$ cat config.mk
export PLATFORM = sky130hd
export DESIGN_NAME = break_trace_flat
export DESIGN_NICKNAME = d
export VERILOG_FILES = /design/src/rtl/break_trace_pkg.sv /design/src/rtl/break_trace_if.sv /design/src/rtl/break_trace_fifo.sv /design/src/rtl/break_trace.sv /design/src/flat_wrapper.sv
export SDC_FILE = /design/constraint.sdc
export NUM_CORES = 1
export LEC_CHECK = 0
export ABC_AREA = 1
export CAP_MARGIN = 5
export CORE_AREA = 10 10 192 194
export DETAILED_ROUTE_END_ITERATION = 6
export DIE_AREA = 0 0 202 204
export DONT_BUFFER_PORTS = 1
export PLACE_DENSITY = 0.71
export REMOVE_ABC_BUFFERS = 1
export SYNTH_ARGS = -nofsm -noshare
export SYNTH_HDL_FRONTEND = slang
export SYNTH_HIERARCHICAL = 1
export SYNTH_SLANG_ARGS = --single-unit
$ cat constraint.sdc
create_clock -name clk -period 3.84 [get_ports clk]
set_clock_uncertainty 0.05 [all_clocks]
set_input_delay 0.768 -clock clk [delete_from_list [all_inputs] [get_ports clk]]
set_output_delay 0.768 -clock clk [all_outputs]
set_load 0.02 [all_outputs]
$ cat src/rtl/break_trace_pkg.sv
// break_trace shared types and width helpers.
// Entry layout is {dir, ea, ma, mb}, mb in the low bits.
package break_trace_pkg;

  localparam int DEPTH_D = 16;
  localparam int EA_W_D  = 3;
  localparam int MA_W_D  = 12;
  localparam int MB_W_D  = 12;

  localparam int MB_LSB  = 0;
  localparam int MA_LSB  = MB_LSB + MB_W_D;
  localparam int EA_LSB  = MA_LSB + MA_W_D;
  localparam int DIR_BIT = EA_LSB + EA_W_D;

  function automatic int entry_w(
    input int ea_w,
    input int ma_w,
    input int mb_w
  );
    return 1 + ea_w + ma_w + mb_w;
  endfunction

  function automatic int cnt_w(input int depth);
    return $clog2(depth) + 1;
  endfunction

endpackage

$ cat src/rtl/break_trace_if.sv
// Trace read-out port: pop request, head entry and fill level.
// The consumer is the master, the trace buffer is the slave.
interface break_trace_if #(
  parameter int ENTRY_W = 28,
  parameter int CNT_W   = 5
);
  logic               rd_en;
  logic               rd_valid;
  logic [ENTRY_W-1:0] rd_data;
  logic [CNT_W-1:0]   count;

  modport master (
    output rd_en,
    input  rd_valid,
    input  rd_data,
    input  count
  );

  modport slave (
    input  rd_en,
    output rd_valid,
    output rd_data,
    output count
  );
endinterface

$ cat src/rtl/break_trace_fifo.sv
// Show-ahead trace FIFO with overwrite-oldest or drop-new on full.
// ovf flags a write that found the FIFO full with no pop.
module break_trace_fifo #(
  parameter int DEPTH = 16,
  parameter int W     = 28
) (
  input  logic                     clk,
  input  logic                     rst_l,
  input  logic                     clear,
  input  logic                     wr,
  input  logic                     wrap,
  input  logic                     rd_en,
  input  logic [W-1:0]             din,
  output logic [W-1:0]             dout,
  output logic                     valid,
  output logic [$clog2(DEPTH):0]   count,
  output logic                     ovf
);
  localparam int PW = $clog2(DEPTH);

  logic [W-1:0]  mem [DEPTH];
  logic [PW-1:0] head;
  logic [PW-1:0] tail;
  logic [PW:0]   cnt;
  logic          empty;
  logic          full;
  logic          pop;
  logic          acc;
  logic          ovw;

  assign empty = (cnt == '0);
  assign full  = (cnt == (PW+1)'(DEPTH));
  assign pop   = rd_en & ~empty & ~clear;
  assign acc   = wr & ~clear & (~full | pop);
  assign ovw   = wr & ~clear & full & ~pop & wrap;
  assign ovf   = wr & ~clear & full & ~pop;

  assign dout  = empty ? '0 : mem[head];
  assign valid = ~empty;
  assign count = cnt;

  // storage write; contents need no reset
  always_ff @(posedge clk) begin
    if (acc | ovw) begin
      mem[tail] <= din;
    end
  end

  // pointer and fill-level update
  always_ff @(posedge clk or negedge rst_l) begin
    if (!rst_l) begin
      head <= '0;
      tail <= '0;
      cnt  <= '0;
    end else if (clear) begin
      head <= '0;
      tail <= '0;
      cnt  <= '0;
    end else begin
      if (acc | ovw) begin
        tail <= tail + 1'b1;
      end
      if (pop | ovw) begin
        head <= head + 1'b1;
      end
      if (acc & ~pop) begin
        cnt <= cnt + 1'b1;
      end else if (pop & ~acc) begin
        cnt <= cnt - 1'b1;
      end
    end
  end
endmodule

$ cat src/rtl/break_trace.sv
// Data-break trace buffer: tp3 edge capture into a DEPTH FIFO.
// BREAK_TRACE_FILTER_EN adds a {ea,ma} address window filter.
module break_trace
  import break_trace_pkg::*;
#(
  parameter int DEPTH = 16,
  parameter int EA_W  = 3,
  parameter int MA_W  = 12,
  parameter int MB_W  = 12
) (
  input  logic                 clk,
  input  logic                 rst_l,
  input  logic                 state_break,
  input  logic                 tp3,
  input  logic [EA_W-1:0]      ea,
  input  logic [MA_W-1:0]      ma,
  input  logic [MB_W-1:0]      mb,
  input  logic                 data_in,
  input  logic                 trace_en,
  input  logic                 wrap_mode,
  input  logic                 clear,
  output logic                 overflow,
  output logic [EA_W+MA_W-1:0] last_break_addr,
  output logic [MB_W-1:0]      last_break_data,
`ifdef BREAK_TRACE_FILTER_EN
  input  logic [EA_W+MA_W-1:0] win_lo,
  input  logic [EA_W+MA_W-1:0] win_hi,
`endif
  break_trace_if.slave         rd
);
  localparam int EW = entry_w(EA_W, MA_W, MB_W);

  logic                 tp3_q;
  logic                 win_ok;
  logic                 ev;
  logic                 ovf_ev;
  logic [EA_W+MA_W-1:0] addr;

  assign addr = {ea, ma};

`ifdef BREAK_TRACE_FILTER_EN
  assign win_ok = (addr >= win_lo) && (addr <= win_hi);
`else
  assign win_ok = 1'b1;
`endif

  assign ev = tp3 & ~tp3_q & state_break & trace_en & win_ok;

  // tp3 delayed one clock for rising-edge detect
  always_ff @(posedge clk or negedge rst_l) begin
    if (!rst_l) begin
      tp3_q <= 1'b0;
    end else begin
      tp3_q <= tp3;
    end
  end

  // most recent capture, kept even when the FIFO drops it
  always_ff @(posedge clk or negedge rst_l) begin
    if (!rst_l) begin
      last_break_addr <= '0;
      last_break_data <= '0;
    end else if (ev & ~clear) begin
      last_break_addr <= addr;
      last_break_data <= mb;
    end
  end

  // sticky loss flag, flushed by clear
  always_ff @(posedge clk or negedge rst_l) begin
    if (!rst_l) begin
      overflow <= 1'b0;
    end else if (clear) begin
      overflow <= 1'b0;
    end else if (ovf_ev) begin
      overflow <= 1'b1;
    end
  end

  break_trace_fifo #(
    .DEPTH(DEPTH),
    .W    (EW)
  ) u_fifo (
    .clk  (clk),
    .rst_l(rst_l),
    .clear(clear),
    .wr   (ev),
    .wrap (wrap_mode),
    .rd_en(rd.rd_en),
    .din  ({data_in, ea, ma, mb}),
    .dout (rd.rd_data),
    .valid(rd.rd_valid),
    .count(rd.count),
    .ovf  (ovf_ev)
  );
endmodule

$ cat src/flat_wrapper.sv
// flat-port wrapper written by rule: the top's interface ports become plain ports
module break_trace_flat import break_trace_pkg::*;
#(
  parameter int DEPTH = 16,
  parameter int EA_W  = 3,
  parameter int MA_W  = 12,
  parameter int MB_W  = 12
)
  (clk, rst_l, state_break, tp3, ea, ma, mb, data_in, trace_en, wrap_mode, clear, overflow, last_break_addr, last_break_data, rd_rd_en, rd_rd_valid, rd_rd_data, rd_count);
  break_trace_if #(.ENTRY_W(28), .CNT_W(5)) rd_i ();
  input  logic clk;
  input  logic rst_l;
  input  logic state_break;
  input  logic tp3;
  input  logic [EA_W-1:0] ea;
  input  logic [MA_W-1:0] ma;
  input  logic [MB_W-1:0] mb;
  input  logic data_in;
  input  logic trace_en;
  input  logic wrap_mode;
  input  logic clear;
  output logic overflow;
  output logic [EA_W+MA_W-1:0] last_break_addr;
  output logic [MB_W-1:0] last_break_data;
  input wire logic [$bits(rd_i.rd_en)-1:0] rd_rd_en;
  output wire logic [$bits(rd_i.rd_valid)-1:0] rd_rd_valid;
  output wire logic [$bits(rd_i.rd_data)-1:0] rd_rd_data;
  output wire logic [$bits(rd_i.count)-1:0] rd_count;
  assign rd_i.rd_en = rd_rd_en;
  assign rd_rd_valid = rd_i.rd_valid;
  assign rd_rd_data = rd_i.rd_data;
  assign rd_count = rd_i.count;
  break_trace #(.DEPTH(DEPTH), .EA_W(EA_W), .MA_W(MA_W), .MB_W(MB_W)) u_core (.clk(clk), .rst_l(rst_l), .state_break(state_break), .tp3(tp3), .ea(ea), .ma(ma), .mb(mb), .data_in(data_in), .trace_en(trace_en), .wrap_mode(wrap_mode), .clear(clear), .overflow(overflow), .last_break_addr(last_break_addr), .last_break_data(last_break_data), .rd(rd_i));
endmodule
After elaboration in Yosys (flattened, before gate mapping)
Memories as Yosys holds them, arrays and structs flattened.
Index checks and enable logic that the tools add are counted.
{"block": "word_totals", "ff_bits": 42, "input_bits": 36, "n_memories": 1, "ramBits": 448}
{"memory": "u_core.u_fifo.mem", "words": 16, "width": 28, "read_ports": 1, "rd_ports_with_merged_regs": 0, "wr": 1, "line_no": "break_trace_fifo.sv:21", "rtl": "logic [W-1:0] mem [DEPTH];"}
{"block": "op_classes", "reduce_logical": 5, "eq_ne": 1, "n_addsub": 4, "bitwise_logic": 21, "muxes": 12}
{"operator": "$mux W28", "n": 1}
{"operator": "$mux W4", "n": 4}
{"operator": "$mux W5", "n": 3}
{"operator": "$and A1 B1 Y1", "n": 12}
{"operator": "$add A4 B1 Y4 const B", "n": 2}
{"operator": "$not A1 Y1", "n": 6}
{"operator": "$reduce_bool A2 Y1", "n": 3}
{"operator": "$add A5 B1 Y5 const B", "n": 1}
{"operator": "$eq A5 B5 Y1 const B", "n": 1}
{"operator": "$logic_not A5 Y1", "n": 1}
{"operator": "$sub A5 B1 Y5 const B", "n": 1}
{"operator": "$mux W1", "n": 4}
{"operator": "$or A1 B1 Y1", "n": 3}
{"operator": "$reduce_bool A3 Y1", "n": 1}

Depth between registers and ports, before layout
{"block": "depth", "word_depth": 11, "ltp_mapped": 14}

Cells and area by module
Netlist, hierarchy kept.
{"mod": "break_trace_fifo", "seq_area_each_um2": 13778.2, "cells_per_inst": 1459, "area_per_inst_um2": 18433.9, "instances": 1}
{"mod": "break_trace", "seq_area_each_um2": 725.7, "cells_per_inst": 127, "area_per_inst_um2": 1199.9, "instances": 1}

Worst setup path after synthesis
OpenSTA, ideal clock, no wires.
{"block": "synth_timing", "path_kind": "input to register", "startpoint": "input trace_en", "endpoint": "memory u_core.u_fifo.mem[0][0] (enable)", "cell_stages": 9, "path_slack_ns": 0.407, "path_buffers": 1, "t_arrival_ns": 2.970, "path_cell_list": "nand2_2 -> nor2_8 -> buf_6 -> inv_1 -> nor2_1 -> nand3_1 -> nand2_2 -> nand2_1 -> nor2_1"}
{"block": "synth_between", "elab_chain_cells": 8, "word_cells_on_any_way": 9, "classes_between": "mux: 2; bitwise: 7"}
{"element": "start: declaration", "line_no": "flat_wrapper.sv:19", "rtl": "input logic trace_en;"}
{"element": "$and A1 B1 Y1 (*)", "line_no": "break_trace.sv:47", "rtl": "assign ev = tp3 & ~tp3_q & state_break & trace_en & win_ok;"}
{"element": "net u_core.ev", "line_no": "break_trace.sv:35", "rtl": "logic ev;"}
{"element": "$and A1 B1 Y1 (*)", "line_no": "break_trace_fifo.sv:34, break_trace_fifo.sv:35"}
{"element": "$and A1 B1 Y1 (3 in a row)", "line_no": "break_trace_fifo.sv:35", "rtl": "assign ovw = wr & ~clear & full & ~pop & wrap;"}
{"element": "$or A1 B1 Y1 (*)", "line_no": "break_trace_fifo.sv:44", "rtl": "if (acc | ovw) begin"}
{"element": "$mux W1 (*)", "line_no": "break_trace_fifo.sv:44"}
{"element": "$mux W1 (not written as such) (*)", "line_no": "break_trace_fifo.sv:45", "rtl": "mem[tail] <= din;"}
{"element": "end: declaration", "line_no": "break_trace_fifo.sv:21"}
Mark *: on every way through the listed nets, which the timed path passes. The rest lies on a longest branch.

Worst setup path after layout
{"block": "layout_timing", "startpoint": "register u_core.u_fifo.head[0]", "endpoint": "output rd_rd_data[2]"}
{"block": "layout_between", "elab_chain_cells": 2}
{"element": "start: declaration", "line_no": "break_trace_fifo.sv:22", "rtl": "logic [PW-1:0] head;"}
{"element": "start signal: assignment", "line_no": "break_trace_fifo.sv:64", "rtl": "head <= head + 1'b1;"}
{"element": "$mem_v2 Z16 W28"}
{"element": "$mux W28", "line_no": "break_trace_fifo.sv:38", "rtl": "assign dout = empty ? '0 : mem[head];"}
{"element": "end: declaration", "line_no": "flat_wrapper.sv:27", "rtl": "output wire logic [$bits(rd_i.rd_data)-1:0] rd_rd_data;"}
No other way between the ends.

==> impl_metrics.toml <==
[run_status]
outcome = "complete, no violations"

[critical_path]
path_buf_inv = 3
rr_worst_depth = 8
required_ns = 3.02
critPathArrivalTime_ns = 2.73
r2r-end = "u_core/u_fifo/mem[3][0]"
crit-reg2reg-launch = "u_core/u_fifo/count[1]"
crit_path_cell_trace = "inv_6 -> buf_4 -> o21ai_0 -> o22ai_1 -> nand2_1 -> nand2_1 -> nand2_1 -> nor2_1 -> buf_4"
crit_slowest_cell = "dfrtp_4"
worstPathMaxFanout = 65
cp-end-kind = "primary output"
cp_common_cell = "nand2_1"
start_kind = "flop"
slowest_delay_ns = 0.56
cpLargestDelayFamily = "buffers and inverters"
crit_type = "reg -> out"
r2r_slack_ns = 1.05

[place]
place_ws_ns = 0.8828
placed_area_um2 = 20570
hpwlAfterDp_um = 26240
gp_congestion = 0.8058
portBuffers = 0

[yosys]
syn-cell-area_um2 = 19630
syn_inst = 1586
synth.distinct_cells = 32
synth_area_leader_cell = "edfxtp_1"
ys_ff_latch = 490
syn_avg_cell_area_um2 = 12.38
synth_top_area_share_pct = 68.52
yosys-top-cells-area = "edfxtp_1 (69%), nand2_1 (7.2%), dfrtp_1 (5.4%), o21ai_0 (3.7%), nor2_1 (3.2%)"
yosysSeqAreaShare_pct = 73.87
yosysWarnings = 6

[sta]
finalCriticalPeriod_ns = 3.550
max_freq_mhz = 281.7
fin_crit_sh_pct = 92.44
grt_setup_unrepaired = "false"
final-setup-viol-count = 0
worst_slack_ns = 0.2902
hold_ws_ns = 0.1724
tns_ns = 0
finalMaxSlewViolations = 0
hold_viol_final = 0
slew_headroom_pct = 45.53
tightest_slew_ns = 0.8158

[cells_and_area]
fill_cells = 2324
drive_above_1_share_pct = 10.95
diodes = 0
flow.area_growth_from_synthesis_pct = 13.09
final_area_um2 = 22200
final_nets = 1668
final_cell_mix = "edfxtp_1 (448), nand2_1 (373), nor2_1 (150), o21ai_0 (144), a21oi_1 (113)"
final_common_cell = "edfxtp_1"

[floorplanning]
fp-row-count = 67
pin_count = 98
die-height_um = 204
start_util_pct = 59.29
fp.dieW_um = 202
die-area_um2 = 41210
core_area_um2 = 33110

[clocking]
clk_pin_slew_ns = 0.06
cts_tree = "done"
numCtsBuffers = 49
htreeDepth = 2
clockRootBuffer = "clkbuf_16"
clkLatencyLatePin_ns = 0.57
cts.repair.resized = 0
cts_setup_buffers = 0
postCtsHoldBufs = 2
cts.sinks = 490
clk_path_buf_depth = 3

[detailed_routing]
ant_nets = 0
drt-total-wl_um = 48310
wire_per_inst_um = 22.90
drt_iter0_markers = 1339
vias_per_cell = 5.955
firstDrtPassIters = 6
vias = 12564
drc_errors = 0

[global_route]
grt_overflow = 0
grt_pass1_vias = 12300
grt_pass1_wl_um = 73740
antenna_found_initial = 0
grt_max_degree = 134
grt_use_total_pct = 23.35

[pwr]
ir_worst_vdd_mv = 0.5082
total_power_mw = 13.27
p_leak_nw = 7.927
p_per_area_nw_per_um2 = 597.5

[worst_hold_path]
hp-start = "tp3"
min_to = "u_core/tp3_q"
whs_path_depth = 0
hold_class = "in -> reg"

[flow_run]
cap_violations = 0
Yosys cell counts:
| cell | instances |
|---|---|
| inv_1 | 19 |
| a21oi_2 | 1 |
| nor2_1 | 166 |
| fa_1 | 1 |
| nand4_1 | 2 |
| a21o_1 | 1 |
| nor2_2 | 2 |
| nand3_1 | 43 |
| dfrtp_1 | 42 |
| buf_2 | 27 |
| edfxtp_1 | 448 |
| a21oi_1 | 113 |
| nand3b_1 | 1 |
| buf_6 | 4 |
| a31oi_1 | 1 |
| buf_4 | 9 |
| nor3_1 | 29 |
| o21ai_0 | 144 |
| clkbuf_2 | 1 |
| ha_1 | 9 |
| clkbuf_1 | 42 |
| buf_1 | 7 |
| nor2_8 | 1 |
| mux2i_1 | 28 |
| o21a_1 | 1 |
| nand3_4 | 1 |
| o22ai_1 | 56 |
| nand2_1 | 374 |
| nand2_2 | 4 |
| xor2_1 | 4 |
| nor3_2 | 1 |
| inv_2 | 4 |
worst max path at each step:
stage                     startpoint             to  slack [ns]  depth (start not counted)
2_1_floorplan  u_core/u_fifo/head[0]  rd_rd_data[0]       -4.50                          7
3_3_place_gp   u_core/u_fifo/head[0]  rd_rd_data[2]        0.90                          9
3_5_place_dp   u_core/u_fifo/head[0]  rd_rd_data[2]        0.88                          9
4_1_cts        u_core/u_fifo/head[0]  rd_rd_data[2]        0.25                          9
5_1_grt        u_core/u_fifo/head[0]  rd_rd_data[2]        0.14                          9
6_report       u_core/u_fifo/head[0]  rd_rd_data[2]        0.29                          9
worst reg2reg max path, cell delays in order, from the launching register on:
cell	delay (ns)
dfrtp_1	0.52
nor2_1	0.29
nand2_1	0.13
nor3_2	0.15
nand3_1	0.13
nand2_2	0.18
nand2_1	0.26
nor2_4	0.50
buf_12	0.26
metrics by stage:
step | cells | utilization [%]
after floorplan | 1496 | -
after global placement | 2017 | 62.12
after detailed placement | 2017 | 62.12
after CTS | 2110 | 67.05
after global routing | 2110 | 67.05
final | 2110 | 67.05
power breakdown:
part	total [mW]	switching (mW)	internal, mW
Clock	4.67	1.95	2.72
Sequential	6.10	0.190	5.91
Combinational	2.50	1.67	0.836
flip-flops by register name (all words and copies together), names as in the netlist:
signal,flops
u_core/tp3_q,1
u_core/u_fifo/head,4
u_core/u_fifo/count,5
u_core/u_fifo/mem,448
u_core/u_fifo/tail,4
u_core/overflow,1
u_core/last_break_addr,15
u_core/last_break_data,12
logic make-up after synthesis:
family                     Yosys count  share of synthesized area, %
buffers and inverters              113                         2.664
DFF                                490                         73.87
and+or+nand+nor                    624                         12.69
AOI/OAI and AO/OA                  317                         8.488
muxes                               28                         1.427
xor gates and xnor gates             4                        0.1784
adders and majority gates           10                        0.6755
routing by layer:
layer / global-route usage [%] / vias up / wire (um)
met5: 0 / - / 0
met4: 7.544 / 0 / 1289
met3: 4.961 / 92 / 4894
met2: 36.81 / 624 / 22670
met1: 32.07 / 6124 / 19460
li1: - / 5724 / -
final cells by class:
cell class	count	area, um^2	share of cell area (%)
flip-flops and latches	490	14510	65.34
clock inverters	21	177.7	0.8002
well taps	448	560.5	2.525
clock buffers	70	1420	6.396
repair buffers	75	710.7	3.201
inverters	23	91.34	0.4114
multi-input cells	983	4735	21.32
No activity file was read; power rests on OpenSTA's default activity.
